File: src/rtl/fetch_queue_unit_pkg.sv
// Shared lc3b types for the fetch front end: word, FSM state, queue entry, PC increment.
package lc3b_types;

  typedef logic [15:0] lc3b_word;

  localparam int LC3B_LINE_BITS = 128;

  typedef enum logic [1:0] {
    RUN,
    FILL,
    DRAIN
  } fetch_state_t;

  typedef struct packed {
    lc3b_word instr;
    lc3b_word pc;
  } fetch_entry_t;

  function automatic lc3b_word plus2(input lc3b_word a);
    return a + 16'd2;
  endfunction

endpackage

File: src/rtl/fetch_queue_unit_fifo.sv
// First-word-fall-through FIFO with a registered head, synchronous flush and full-queue pass-through.
module fetch_fifo
  import lc3b_types::*;
#(
  parameter int  DEPTH   = 4,
  parameter type entry_t = fetch_entry_t
) (
  input  logic   clk,
  input  logic   rst,
  input  logic   flush,
  input  logic   push,
  input  logic   pop,
  input  entry_t din,
  output entry_t dout,
  output logic   empty,
  output logic   full
);

  localparam int AW = $clog2(DEPTH);
  localparam logic [AW:0] FULL_CNT = (AW + 1)'(DEPTH);

  entry_t        mem [DEPTH];
  logic [AW-1:0] rd_ptr;
  logic [AW-1:0] wr_ptr;
  logic [AW-1:0] rd_next;
  logic [AW:0]   count;
  logic [AW:0]   count_next;
  logic          push_ok;
  logic          pop_ok;
  entry_t        head_next;

  assign empty   = (count == '0);
  assign full    = (count == FULL_CNT);
  assign pop_ok  = pop && !empty;
  assign push_ok = push && (!full || pop_ok);

  // The head register is reloaded from the slot that will be at the front after this
  // edge; when that slot is the one being written now, the incoming entry bypasses memory.
  always_comb begin
    rd_next    = rd_ptr + AW'(pop_ok);
    count_next = count + (AW + 1)'(push_ok) - (AW + 1)'(pop_ok);
    head_next  = dout;
    if (count_next != '0) begin
      if (push_ok && (rd_next == wr_ptr)) begin
        head_next = din;
      end else begin
        head_next = mem[rd_next];
      end
    end
  end

  always_ff @(posedge clk) begin
    if (rst) begin
      rd_ptr <= '0;
      wr_ptr <= '0;
      count  <= '0;
      dout   <= '0;
    end else if (flush) begin
      rd_ptr <= '0;
      wr_ptr <= '0;
      count  <= '0;
    end else begin
      rd_ptr <= rd_next;
      wr_ptr <= wr_ptr + AW'(push_ok);
      count  <= count_next;
      dout   <= head_next;
    end
  end

  always_ff @(posedge clk) begin
    if (!rst && !flush && push_ok) begin
      mem[wr_ptr] <= din;
    end
  end

endmodule

File: src/rtl/fetch_queue_unit.sv
// lc3b fetch front end: PC, one-line instruction buffer, line-fill FSM and decode-side fetch queue.
module fetch_queue_unit
  import lc3b_types::*;
#(
  parameter int          LINE_BITS   = LC3B_LINE_BITS,
  parameter int          QUEUE_DEPTH = 4,
  parameter logic [15:0] RESET_PC    = 16'h0000
) (
  input  logic                 clk,
  input  logic                 rst,
  output logic [15:0]          imem_address,
  output logic                 imem_action_stb,
  output logic                 imem_action_cyc,
  input  logic                 imem_resp,
  input  logic [LINE_BITS-1:0] imem_rdata,
  input  logic                 branch_enable,
  input  logic [15:0]          new_pc,
  input  logic                 decode_ready,
  output logic                 instr_valid,
  output logic [15:0]          instr_out,
  output logic [15:0]          instr_pc,
  output logic [15:0]          pc_plus2_out
);

  localparam int OFF = $clog2(LINE_BITS / 8);

  fetch_state_t         state_q;
  fetch_state_t         state_d;
  lc3b_word             pc_q;
  logic [LINE_BITS-1:0] line_q;
  logic [15:OFF]        line_tag_q;
  logic                 line_valid_q;
  lc3b_word             req_addr_q;
  logic                 stb_q;

  logic                 hit;
  logic                 push;
  logic                 start_fill;
  logic                 capture;
  logic [OFF+2:0]       bit_sel;
  fetch_entry_t         fifo_din;
  fetch_entry_t         head;
  logic                 fifo_empty;
  logic                 fifo_full;

  assign hit     = line_valid_q && (line_tag_q == pc_q[15:OFF]);
  assign bit_sel = {pc_q[OFF-1:1], 4'b0000};

  always_comb begin
    fifo_din       = '0;
    fifo_din.instr = line_q[bit_sel +: 16];
    fifo_din.pc    = pc_q;
  end

  always_ff @(posedge clk) begin
    if (rst) begin
      state_q <= RUN;
    end else begin
      state_q <= state_d;
    end
  end

  always_comb begin
    state_d = state_q;
    unique case (state_q)
      RUN: begin
        if (!branch_enable && !hit) begin
          state_d = FILL;
        end
      end
      FILL: begin
        if (imem_resp) begin
          state_d = RUN;
        end else if (branch_enable) begin
          state_d = DRAIN;
        end
      end
      DRAIN: begin
        if (imem_resp) begin
          state_d = RUN;
        end
      end
      default: state_d = RUN;
    endcase
  end

  // A full queue still accepts an entry when decode takes the head in the same cycle.
  always_comb begin
    push       = 1'b0;
    start_fill = 1'b0;
    capture    = 1'b0;
    unique case (state_q)
      RUN: begin
        push       = hit && !branch_enable && (!fifo_full || decode_ready);
        start_fill = !hit && !branch_enable;
      end
      FILL:    capture = imem_resp;
      DRAIN:   capture = 1'b0;
      default: capture = 1'b0;
    endcase
  end

  // The request address is latched at miss time so a redirect during the fill cannot move it.
  always_ff @(posedge clk) begin
    if (rst) begin
      pc_q         <= RESET_PC;
      line_q       <= '0;
      line_tag_q   <= '0;
      line_valid_q <= 1'b0;
      req_addr_q   <= '0;
      stb_q        <= 1'b0;
    end else begin
      stb_q <= (state_d != RUN);
      if (start_fill) begin
        req_addr_q   <= {pc_q[15:OFF], {OFF{1'b0}}};
        line_valid_q <= 1'b0;
      end
      if (capture) begin
        line_q       <= imem_rdata;
        line_tag_q   <= req_addr_q[15:OFF];
        line_valid_q <= 1'b1;
      end
      if (branch_enable) begin
        pc_q <= new_pc & 16'hFFFE;
      end else if (push) begin
        pc_q <= plus2(pc_q);
      end
    end
  end

  fetch_fifo #(
    .DEPTH  (QUEUE_DEPTH),
    .entry_t(fetch_entry_t)
  ) u_fifo (
    .clk  (clk),
    .rst  (rst),
    .flush(branch_enable),
    .push (push),
    .pop  (decode_ready),
    .din  (fifo_din),
    .dout (head),
    .empty(fifo_empty),
    .full (fifo_full)
  );

  assign imem_address    = req_addr_q;
  assign imem_action_stb = stb_q;
  assign imem_action_cyc = stb_q;
  assign instr_valid     = !fifo_empty;
  assign instr_out       = head.instr;
  assign instr_pc        = head.pc;
  assign pc_plus2_out    = plus2(head.pc);

endmodule

File: config.mk
export PLATFORM = sky130hd
export DESIGN_NAME = fetch_queue_unit
export DESIGN_NICKNAME = d
export VERILOG_FILES = /design/src/rtl/fetch_queue_unit_pkg.sv /design/src/rtl/fetch_queue_unit_fifo.sv /design/src/rtl/fetch_queue_unit.sv
export SDC_FILE = /design/constraint.sdc
export NUM_CORES = 1
export LEC_CHECK = 0
export CORE_MARGIN = 1
export CORE_UTILIZATION = 54
export DETAILED_ROUTE_END_ITERATION = 10
export MAX_ROUTING_LAYER = met4
export PLACE_DENSITY_LB_ADDON = 0.05
export SLEW_MARGIN = 30
export SYNTH_ARGS = -nofsm -noshare
export SYNTH_HDL_FRONTEND = slang
export SYNTH_SLANG_ARGS = --single-unit
export TNS_END_PERCENT = 30
File: constraint.sdc
create_clock -name clk -period 6.25 [get_ports clk]
set_clock_uncertainty 0.15 [all_clocks]
set_input_delay 1.25 -clock clk [delete_from_list [all_inputs] [get_ports clk]]
set_output_delay 1.25 -clock clk [all_outputs]
set_load 0.005 [all_outputs]
==> qor.yml <==
status:
  outcome: "completed"
placement:
  dp_slack_ns: 1.130
  dpl.hpwl_um: 22120
  dpl.cell_count: 1764
  io_buffers: 208
  gp_congestion: 0.8557
clocking:
  clock_sinks: 333
  clock_latency_ns: 0.52
  cts.hold.buffers_added: 0
  clkTransAtPathRegs_ns: 0.06
  cts_tree: "done"
  ctsResizeCount: 0
  cts_made_buffers: 36
  clock_path_buffers: 3
  post_cts_buffers: 0
  h-tree-depth: 2
  root_buffer: "clkbuf_16"
cells_and_area:
  fillers: 1950
  layout-drive-gt1-share_pct: 10.54
  synthToLayoutAreaGrowth_pct: 25.31
  finalNetCount: 1628
  final_cells: 1829
  n_antenna_cell: 0
die:
  dieWidth_um: 162.0
  die_h_um: 162.0
  core.rowCount: 58
  io_pins: 216
  start_util_pct: 55.02
  dieArea_mm2: 0.02623
  core_area_mm2: 0.02511
power:
  p_int_mw: 3.687
  p_sw_mw: 1.028
  pwr-share-comb_pct: 6.6
  p_leak_nw: 5.811
  clkPwrFrac_pct: 44.0
  power.total_mw: 4.715
  p_sw_share_pct: 21.81
  power_frac_seq_pct: 49.4
  peakVddDrop_mv: 0.1669
  powerDensity_mw_per_mm2: 272.3
global_routing:
  grt_pass1_wl_um: 53030
  grt_usage_pct: 27.08
  grt_max_degree: 89
  gr-usage-met1_pct: 37.80
  grt_pass1_vias: 9794
  use_met3_pct: 3.243
  antenna_found_initial: 0
  grt_most_used_layer: "met2"
  grt_util_met2_pct: 41.42
  overflow: 0
yosys:
  synth_edf_count: 124
  syn_area_mm2: 0.01382
  netlist.area_leader.share_pct: 30.28
  ys_top_cells_by_area: "dfxtp_1 30%, edfxtp_1 27%, mux4_2 10%, nand2_1 10%, a21oi_1 6.8%"
  ys.flop_type: "dfxtp_1"
  syn_inst: 1303
  synth_common_cells: "372 x nand2_1, 209 x dfxtp_1, 188 x a21oi_1"
  ys_ff_latch: 333
  ys_warn_count: 0
  synthArstFlopShare_pct: 0
  synth_most_common_cell: "nand2_1"
  ys_seq_area_share_pct: 57.24
  synth_cell_type_count: 49
  syn_area_per_cell_um2: 10.60
  synth_area_leader_cell: "dfxtp_1"
worst_setup_path:
  reg2reg_from: "pc_q[12]"
  critPathTopFamily: "simple AND/OR/NAND/NOR gates"
  crit_buf_inv: 3
  endpoint_kind: "flop"
  required_ns: 6.56
  critical_path_arrival_ns: 4.94
  cp_num_cells: 13
  crit_path_max_fanout: 23
  max_stage_delay_ns: 0.70
  endpoint: "u_fifo.dout[24]"
  worstRegToRegCells: 13
  cpMaxStageDelayCell: "or4b_2"
  crit_chain: "clkdlybuf4s50_1 > or4b_2 > and2_1 > nand3_1 > inv_1 > ha_1 > fa_1 > xor3_1 > a21oi_2 > buf_4 > nand2_1 > a21oi_1 > a221o_1"
  rrSetupSlack_ns: 1.98
  startpoint: "decode_ready"
  startpoint_type: "input port"
  regToRegEndpoint: "u_fifo.dout[24]"
  crit_type: "input port to flop"
timing:
  setup_violations: 0
  drv_slew: 0
  worstMarginPinSlew_ns: 0.9326
  hold_viol_final: 0
  period_share_pct: 74.14
  tns_ns: 0
  rsz0062_at_grt: "false"
  slew_headroom_pct: 37.83
  final.min_clock_period_ns: 4.633
  timing.final.ws_setup_ns: 1.617
  timing.fmax_mhz: 215.8
drt:
  dr.pass1.iters: 8
  first_iter_violations: 915
  wirelength_um: 34130
  viasPerCell: 5.677
  final_antenna_net_count: 0
  wl_per_cell_um: 18.66
  vias: 10380
  remaining_drc_errors: 0
min_path:
  hold_class: "flop to flop"
  hold_depth: 2
run:
  drv_cap: 0
-- sequential cells by signal, summed over array words and instances (netlist names) --
register	cells
imem_action_cyc	1
imem_address	12
line_q	128
line_tag_q	12
line_valid_q	1
pc_q	15
state_q	2
u_fifo.count	3
u_fifo.dout	31
u_fifo.mem	124
u_fifo.rd_ptr	2
u_fifo.wr_ptr	2
-- how the worst min path moves through the flow --
| stage | endpoint | from |
|---|---|---|
| 3_3_place_gp | line_q[82] | line_q[82] |
| 3_5_place_dp | line_q[111] | line_q[111] |
| 2_1_floorplan | line_q[100] | line_q[100] |
| 4_1_cts | line_q[39] | line_q[39] |
| 6_report | line_q[111] | line_q[111] |
| 5_1_grt | line_q[95] | line_q[95] |
-- stage by stage --
stage                     cell area, um^2  util, %  hold slack, ns
after floorplan                     13830        -          0.2831
after global placement              16120    64.22          0.2886
after detailed placement            16150    64.33          0.2954
after CTS                           17310    68.95          0.3030
after global routing                17310    68.95          0.3174
final                               17310    68.95          0.2983
-- metal layers --
| layer | up-vias | routed length, um | share of wire (%) |
|---|---|---|---|
| li1 | 4970 | - | - |
| met5 | - | 0 | 0 |
| met1 | 4941 | 15210 | 45 |
| met2 | 405 | 15790 | 46 |
| met4 | 0 | 939 | 2.8 |
| met3 | 68 | 2188 | 6.4 |
-- placed cells by master (no fill, tap or decap), types with 6 or more instances in the layout --
cell type	synthesis	routed
nand2_1	372	372
dfxtp_1	209	207
clkdlybuf4s50_1	0	207
a21oi_1	188	187
edfxtp_1	124	124
mux4_2	63	63
clkbuf_16	0	36
a221o_1	32	32
nand3_1	24	24
buf_4	7	24
xnor2_1	22	22
nor2_1	25	21
o21ai_0	17	17
and3_1	15	15
inv_1	14	14
and2_1	9	9
nand4_1	9	9
clkbuf_1	81	8
clkinv_1	1	7
nor3_1	6	6
a311oi_1	6	6
conb_1	1	6
-- final cells by class --
class | instances | area, um^2 | area share [%]
sequential | 333 | 7910 | 45.69
clock buffer | 49 | 993.5 | 5.738
clock inverter | 16 | 167.7 | 0.9684
multi-input combinational | 853 | 5473 | 31.61
timing repair buffer | 233 | 2300 | 13.28
tap | 330 | 412.9 | 2.385
inverter | 15 | 56.30 | 0.3252
-- power groups by stage --
stage          Combinational (mW)  Clock (mW)  Sequential, mW
6_report                    0.312        2.07            2.33
5_1_grt                     0.337        2.20            2.33
4_1_cts                     0.313        2.10            2.33
3_5_place_dp                0.312           0            2.38
3_3_place_gp                0.307           0            2.37
2_1_floorplan               0.157           0            2.36
-- logic make-up after synthesis --
family / after synthesis / synth area share (%)
AND/OR/NAND/NOR: 483 / 14.64
flip-flops: 333 / 57.24
AO/OA/AOI/OAI: 261 / 11.13
buffers and inverters: 122 / 3.677
multiplexers: 65 / 10.41
XOR/XNOR: 31 / 2.183
adder cells (fa/ha/maj): 7 / 0.6883
other: 1 / 0.02714
-- worst min-delay path, delay by kind of cell, from the launching register on --
kind / cells / cell delay (ns)
AND/OR/NAND/NOR: 1 / 0.05
flip-flops: 1 / 0.30
AO/OA/AOI/OAI: 1 / 0.05
(Power assumes the default switching activity.)
